**src/rtl/fifo64_fwft.sv**
```systemverilog
// 64+1 entry first-word-fall-through FIFO over a 64-deep distributed SDP RAM.
// Optional registered almost_full/almost_empty flags are enabled with FIFO64_ALMOST_EN.

module ram64xsdp #(
    parameter int WIDTH = 16
) (
    input  logic             wclk,
    input  logic             we,
    input  logic [5:0]       waddr,
    input  logic [WIDTH-1:0] datai,
    input  logic [5:0]       raddr,
    output logic [WIDTH-1:0] datao
);
    logic [WIDTH-1:0] mem [64];

    // NOTE: storage is deliberately left without reset; the FIFO pointers decide which entries are valid.
    always_ff @(posedge wclk) begin
        if (we) mem[waddr] <= datai;
    end

    assign datao = mem[raddr];
endmodule

module fifo64_fwft #(
    parameter int WIDTH         = 16,
    parameter int AFULL_THRESH  = 48,
    parameter int AEMPTY_THRESH = 8
) (
    input  logic             clk,
    input  logic             rst_n,
    input  logic             flush,
    input  logic             in_valid,
    output logic             in_ready,
    input  logic [WIDTH-1:0] in_data,
    output logic             out_valid,
    input  logic             out_ready,
    output logic [WIDTH-1:0] out_data,
    output logic [6:0]       level
`ifdef FIFO64_ALMOST_EN
    ,
    output logic             almost_full,
    output logic             almost_empty
`endif
);
    if (AFULL_THRESH > 65 || AEMPTY_THRESH > 65) begin : g_thresh_range
        $error("fifo64_fwft: almost thresholds must not exceed 65");
    end

    logic [6:0]       wptr, rptr;
    logic [6:0]       wptr_nxt, rptr_nxt;
    logic [6:0]       ram_cnt;
    logic [6:0]       level_nxt;
    logic             out_valid_nxt;
    logic             ram_full, ram_empty;
    logic             run;
    logic             wr, load;
    logic [WIDTH-1:0] ram_data;

    assign ram_cnt   = wptr - rptr;
    assign ram_full  = (ram_cnt == 7'd64);
    assign ram_empty = (wptr == rptr);

    // run keeps in_ready low while in reset and for the cycle in which reset is released.
    assign in_ready = run && !ram_full && !flush;
    assign wr       = in_valid && in_ready;
    assign load     = !ram_empty && (!out_valid || out_ready);

    ram64xsdp #(.WIDTH(WIDTH)) u_ram (
        .wclk  (clk),
        .we    (wr),
        .waddr (wptr[5:0]),
        .datai (in_data),
        .raddr (rptr[5:0]),
        .datao (ram_data)
    );

    // NOTE: every output of this block gets a default first so no latch is inferred.
    always_comb begin
        wptr_nxt      = wptr;
        rptr_nxt      = rptr;
        out_valid_nxt = out_valid;
        if (flush) begin
            wptr_nxt      = '0;
            rptr_nxt      = '0;
            out_valid_nxt = 1'b0;
        end else begin
            if (wr) wptr_nxt = wptr + 7'd1;
            if (load) begin
                rptr_nxt      = rptr + 7'd1;
                out_valid_nxt = 1'b1;
            end else if (out_valid && out_ready) begin
                out_valid_nxt = 1'b0;
            end
        end
        level_nxt = (wptr_nxt - rptr_nxt) + {6'd0, out_valid_nxt};
    end

    // NOTE: sequential state uses non-blocking assignments so all registers see pre-edge values.
    always_ff @(posedge clk or negedge rst_n) begin
        if (!rst_n) begin
            run       <= 1'b0;
            wptr      <= '0;
            rptr      <= '0;
            out_valid <= 1'b0;
            out_data  <= '0;
            level     <= '0;
        end else begin
            run       <= 1'b1;
            wptr      <= wptr_nxt;
            rptr      <= rptr_nxt;
            out_valid <= out_valid_nxt;
            level     <= level_nxt;
            if (load && !flush) out_data <= ram_data;
        end
    end

`ifdef FIFO64_ALMOST_EN
    localparam logic [6:0] AFULL_LVL  = 7'(AFULL_THRESH);
    localparam logic [6:0] AEMPTY_LVL = 7'(AEMPTY_THRESH);

    always_ff @(posedge clk or negedge rst_n) begin
        if (!rst_n) begin
            almost_full  <= 1'b0;
            almost_empty <= 1'b1;
        end else begin
            almost_full  <= (level_nxt >= AFULL_LVL);
            almost_empty <= (level_nxt <= AEMPTY_LVL);
        end
    end
`endif
endmodule

```
**config.mk**
```make
export PLATFORM = sky130hd
export DESIGN_NAME = fifo64_fwft
export DESIGN_NICKNAME = d
export VERILOG_FILES = /design/src/rtl/fifo64_fwft.sv
export SDC_FILE = /design/constraint.sdc
export NUM_CORES = 1
export LEC_CHECK = 0
export ABC_AREA = 0
export BUFFER_PORTS_ARGS = -buffer_cell sky130_fd_sc_hd__buf_2
export CAP_MARGIN = 20
export CORE_ASPECT_RATIO = 0.8
export CORE_MARGIN = 8
export CORE_UTILIZATION = 45
export CTS_BUF_LIST = sky130_fd_sc_hd__clkbuf_16
export CTS_CLUSTER_SIZE = 10
export DETAILED_ROUTE_END_ITERATION = 8
export SYNTH_ARGS = -nofsm -noshare
export SYNTH_HDL_FRONTEND = slang
export SYNTH_SLANG_ARGS = --single-unit
export TNS_END_PERCENT = 20
```
**constraint.sdc**
```tcl
create_clock -name clk -period 5.36 [get_ports clk]
set_clock_uncertainty 0.05 [all_clocks]
set_input_delay 1.072 -clock clk [delete_from_list [all_inputs] [get_ports clk]]
set_output_delay 1.072 -clock clk [all_outputs]
set_load 0.02 [all_outputs]
```
==> out/qor.tcl <==
set qor(drtPass1Iterations) 5
set qor(detail_route.drc_violations) 0
set qor(maxCapViolCount) 0
set qor(grt_most_used_layer) {met2}
set qor(post_synth_design_cell_area_sq_um) 41020
set qor(mostFrequentLayoutCell) {edfxtp_1}
set qor(crit_path_end_kind) {flop}
set qor(cts_tree) {done}
set qor(worstPathBufferInverterCount) 1
set qor(placedCellCount) 3161
set qor(final_layout_size_suffix_gt1_share_pct) 25.88
set qor(power.static_leakage_nw) 14.80
set qor(layout_min_cycle_time_ns) 4.687
set qor(synthArstFlopShare_pct) 3.669
set qor(fp.dieH_um) 286.0
set qor(dpl.hpwl_um) 55080
set qor(total_global_routing_overflow) 0
set qor(cpMostUsedCell) {ha_1}
set qor(cts.htree.levels) 3
set qor(ios) 46
set qor(ctsHoldBuffers) 0
set qor(post_cts.repair.setup_buffers) 0
set qor(grtUsageMet2_pct) 28.51
set qor(antenna_violations_before_repair) 8
set qor(holdCritPathClass) {primary input to asynchronous set/reset pin}
set qor(placeableCoreArea_sq_um) 90800
set qor(peakVddDrop_uv) 268.2
set qor(finalWirelength_um) 97590
set qor(drt.antenna.violating_nets) 0
set qor(power.density_nw_per_um2) 398.8
set qor(synth_cell_types) 48
set qor(start_util_pct) 45.18
set qor(grt_setup_unrepaired) {false}
set qor(routed_via_density) 5.940
set qor(synth_cells) 1914
set qor(seqPwrFrac_pct) 50.1
set qor(worst_setup_path_start_kind) {flop}
set qor(row_count) 99
set qor(critPathArrivalTime_ns) 5.23
set qor(clkTransAtPathRegs_ns) 0.06
set qor(port_buffers) 45
set qor(syn_area_per_cell_sq_um) 21.43
set qor(netSwitchingFraction_pct) 23.98
set qor(area_delta_synth_final_pct) 13.51
set qor(cpLargestDelayFamily) {simple AND/OR/NAND/NOR gates}
set qor(placedInstanceArea_sq_um) 43130
set qor(layoutNonFillerInstCount) 3365
set qor(max_freq_mhz) 213.3
set qor(rrSetupSlack_ns) 0.67
set qor(gr-usage-met1_pct) 28.22
set qor(dr.first_iter.drc_count) 2133
set qor(combinational_group_share_of_total_power_pct) 12.4
set qor(cts_resized) 0
set qor(yosysWarningCount) 0
set qor(finalSetupViolations) 0
set qor(synth_nets) 1956
set qor(grt_first_pass_wirelength_um) 142400
set qor(number_of_flops_mapped_to_enable_cells_by_yosys) 1024
set qor(synth_seq_area_share_pct) 77.34
set qor(clock_latency_reported_for_the_late_side_of_the_worst_skew_pair_ns) 0.68
set qor(power_report.internal_total_w) 0.01412
set qor(power.total_w) 0.01857
set qor(most-common-layout-cells) {edfxtp_1, mux4_2, a22oi_1, clkbuf_16, nor2_1}
set qor(grt.met3_usage_pct) 5.125
set qor(cp_slowest_stage_delay_ns) 0.52
set qor(timing.critical_path.fanout_max) 14
set qor(cp_cell_sequence) {clkinv_1 -> ha_1 -> nand4_1 -> a21oi_1 -> or4_1 -> nand4_1 -> nand3_1 -> xor2_1 -> nor2_1 -> ha_1 -> ha_1 -> nor2b_1 -> o21ai_0 -> a21boi_0 -> o21a_1 -> nor2_1 -> xnor2_1 -> xnor2_1}
set qor(fin_setup_tns_ns) 0
set qor(numCtsBuffers) 116
set qor(slew-limit-headroom_pct) 23.54
set qor(floorplan.die_area_sq_um) 101100
set qor(final_hold_viol_count) 0
set qor(grt_max_degree) 151
set qor(cts_root_buffer) {clkbuf_16}
set qor(clock_sinks) 1063
set qor(finalInstanceArea_sq_um) 46560
set qor(setup.worst_path.class) {flop to flop}
set qor(cp_slowest_cell) {or4_1}
set qor(worstMarginPinSlew_ns) 1.147
set qor(drt_wl_cell_um) 29.00
set qor(globalplace.congestion) 0.8102
set qor(grtUsageTotal_pct) 19.09
set qor(hold_slack_ns) 0.2090
set qor(max_slew_violation_total_from_the_final_report) 0
set qor(layout_worst_path_cycle_share_pct) 87.45
set qor(power_frac_clock_pct) 37.5
set qor(dominantRegCellSynth) {edfxtp_1}
set qor(status) {completed}
set qor(finalNetCount) 2115
set qor(timing.critical_path.required_ns) 5.90
set qor(routed-via-count) 19989
set qor(yosys_register_bits) 1063
set qor(vias_in_the_first_global_route) 20441
set qor(nFillCells) 7088
set qor(clk_path_buf_depth) 3
set qor(chipWidth_um) 353.6
set qor(power.switching_w) 0.004452
## cell usage after synthesis (9+ instances only)
| library cell | count | area share (%) |
|---|---|---|
| clkbuf_1 | 63 | 0.58 |
| nand3_1 | 9 | 0.11 |
| ha_1 | 20 | 0.61 |
| o221ai_2 | 11 | 0.40 |
| nand2_1 | 27 | 0.25 |
| a22oi_1 | 129 | 2.4 |
| dfrtp_1 | 39 | 2.4 |
| nor2_1 | 119 | 1.1 |
| inv_1 | 18 | 0.16 |
| mux4_2 | 256 | 14 |
| buf_2 | 30 | 0.37 |
| a21oi_1 | 73 | 0.89 |
| xnor2_1 | 14 | 0.30 |
| edfxtp_1 | 1024 | 75 |
## cell families (layout without fill, tap and decap cells)
logic type	count (synthesis)	count (layout)	share of synthesized area [%]
other	1	2	0.009142
muxes	256	256	14.06
xor gates and xnor gates	20	20	0.4606
buffers and inverters	125	363	1.345
DFF	1063	1063	77.34
adders and majority gates	21	21	0.6588
AOI/OAI and AO/OA	230	230	3.953
and+or+nand+nor	198	198	2.178
## worst register-to-register path, cell delays in order (launching register included)
cell      delay, ns
dfrtp_1        0.47
clkinv_1       0.29
ha_1           0.42
nand4_1        0.12
a21oi_1        0.07
or4_1          0.52
nand4_1        0.46
nand3_1        0.17
xor2_1         0.17
nor2_1         0.24
ha_1           0.29
ha_1           0.32
nor2b_1        0.14
o21ai_0        0.18
a21boi_0       0.14
o21a_1         0.19
nor2_1         0.11
xnor2_1        0.14
xnor2_1        0.14
## power groups by stage
stage	registers [W]	clock network, W	logic [W]
after detailed placement	0.00946	0	0.00234
after CTS	0.00929	0.00711	0.00235
after global routing	0.00930	0.00742	0.00250
after floorplan	0.00952	0	0.00149
after global placement	0.00946	0	0.00231
final	0.00930	0.00696	0.00231
## stage by stage
step | utilization, % | setup slack [ns]
after floorplan | - | 0.9586
after global placement | 47.49 | 0.8818
after detailed placement | 47.51 | 0.7375
after CTS | 51.15 | 0.6700
after global routing | 51.28 | 0.2549
final | 51.28 | 0.6728
## layout make-up
type	instances	area, sq um	area share (%)
Sequential cell	1063	31730	68.15
Multi-Input combinational cell	726	8788	18.87
Clock buffer	119	2978	6.395
Tap cell	1212	1516	3.257
Timing Repair Buffer	146	1141	2.451
Clock inverter	78	329.1	0.7067
Inverter	20	75.07	0.1612
Antenna cell	1	2.502	0.005374
## final timing paths
| kind | from | to | cells after the start |
|---|---|---|---|
| max in group asynchronous | rst_n | out_data[11]$_DFFE_PN0P_ | 2 |
| min in group clk | out_data[15]$_DFFE_PN0P_ | out_data[15]$_DFFE_PN0P_ | 2 |
| worst min register to register | out_data[15]$_DFFE_PN0P_ | out_data[15]$_DFFE_PN0P_ | 2 |
| worst min-delay path | rst_n | out_valid$_DFF_PN0_ | 1 |
| worst max-delay path | rptr[3]$_DFF_PN0_ | level[6]$_DFF_PN0_ | 18 |
| worst max register to register | rptr[3]$_DFF_PN0_ | level[6]$_DFF_PN0_ | 18 |
## per-layer routing
layer | vias up | wire length, um
li1 | 8329 | -
met1 | 10677 | 43140
met2 | 822 | 44150
met3 | 153 | 8324
met4 | 8 | 1927
met5 | - | 37
## registers in the layout, indices dropped and copies added, names as in the netlist
| register | flops |
|---|---|
| u_ram.mem | 1024 |
| wptr | 7 |
| out_data | 16 |
| level | 7 |
| out_valid | 1 |
| run | 1 |
| rptr | 7 |
Power figures use the tool's default switching activity.
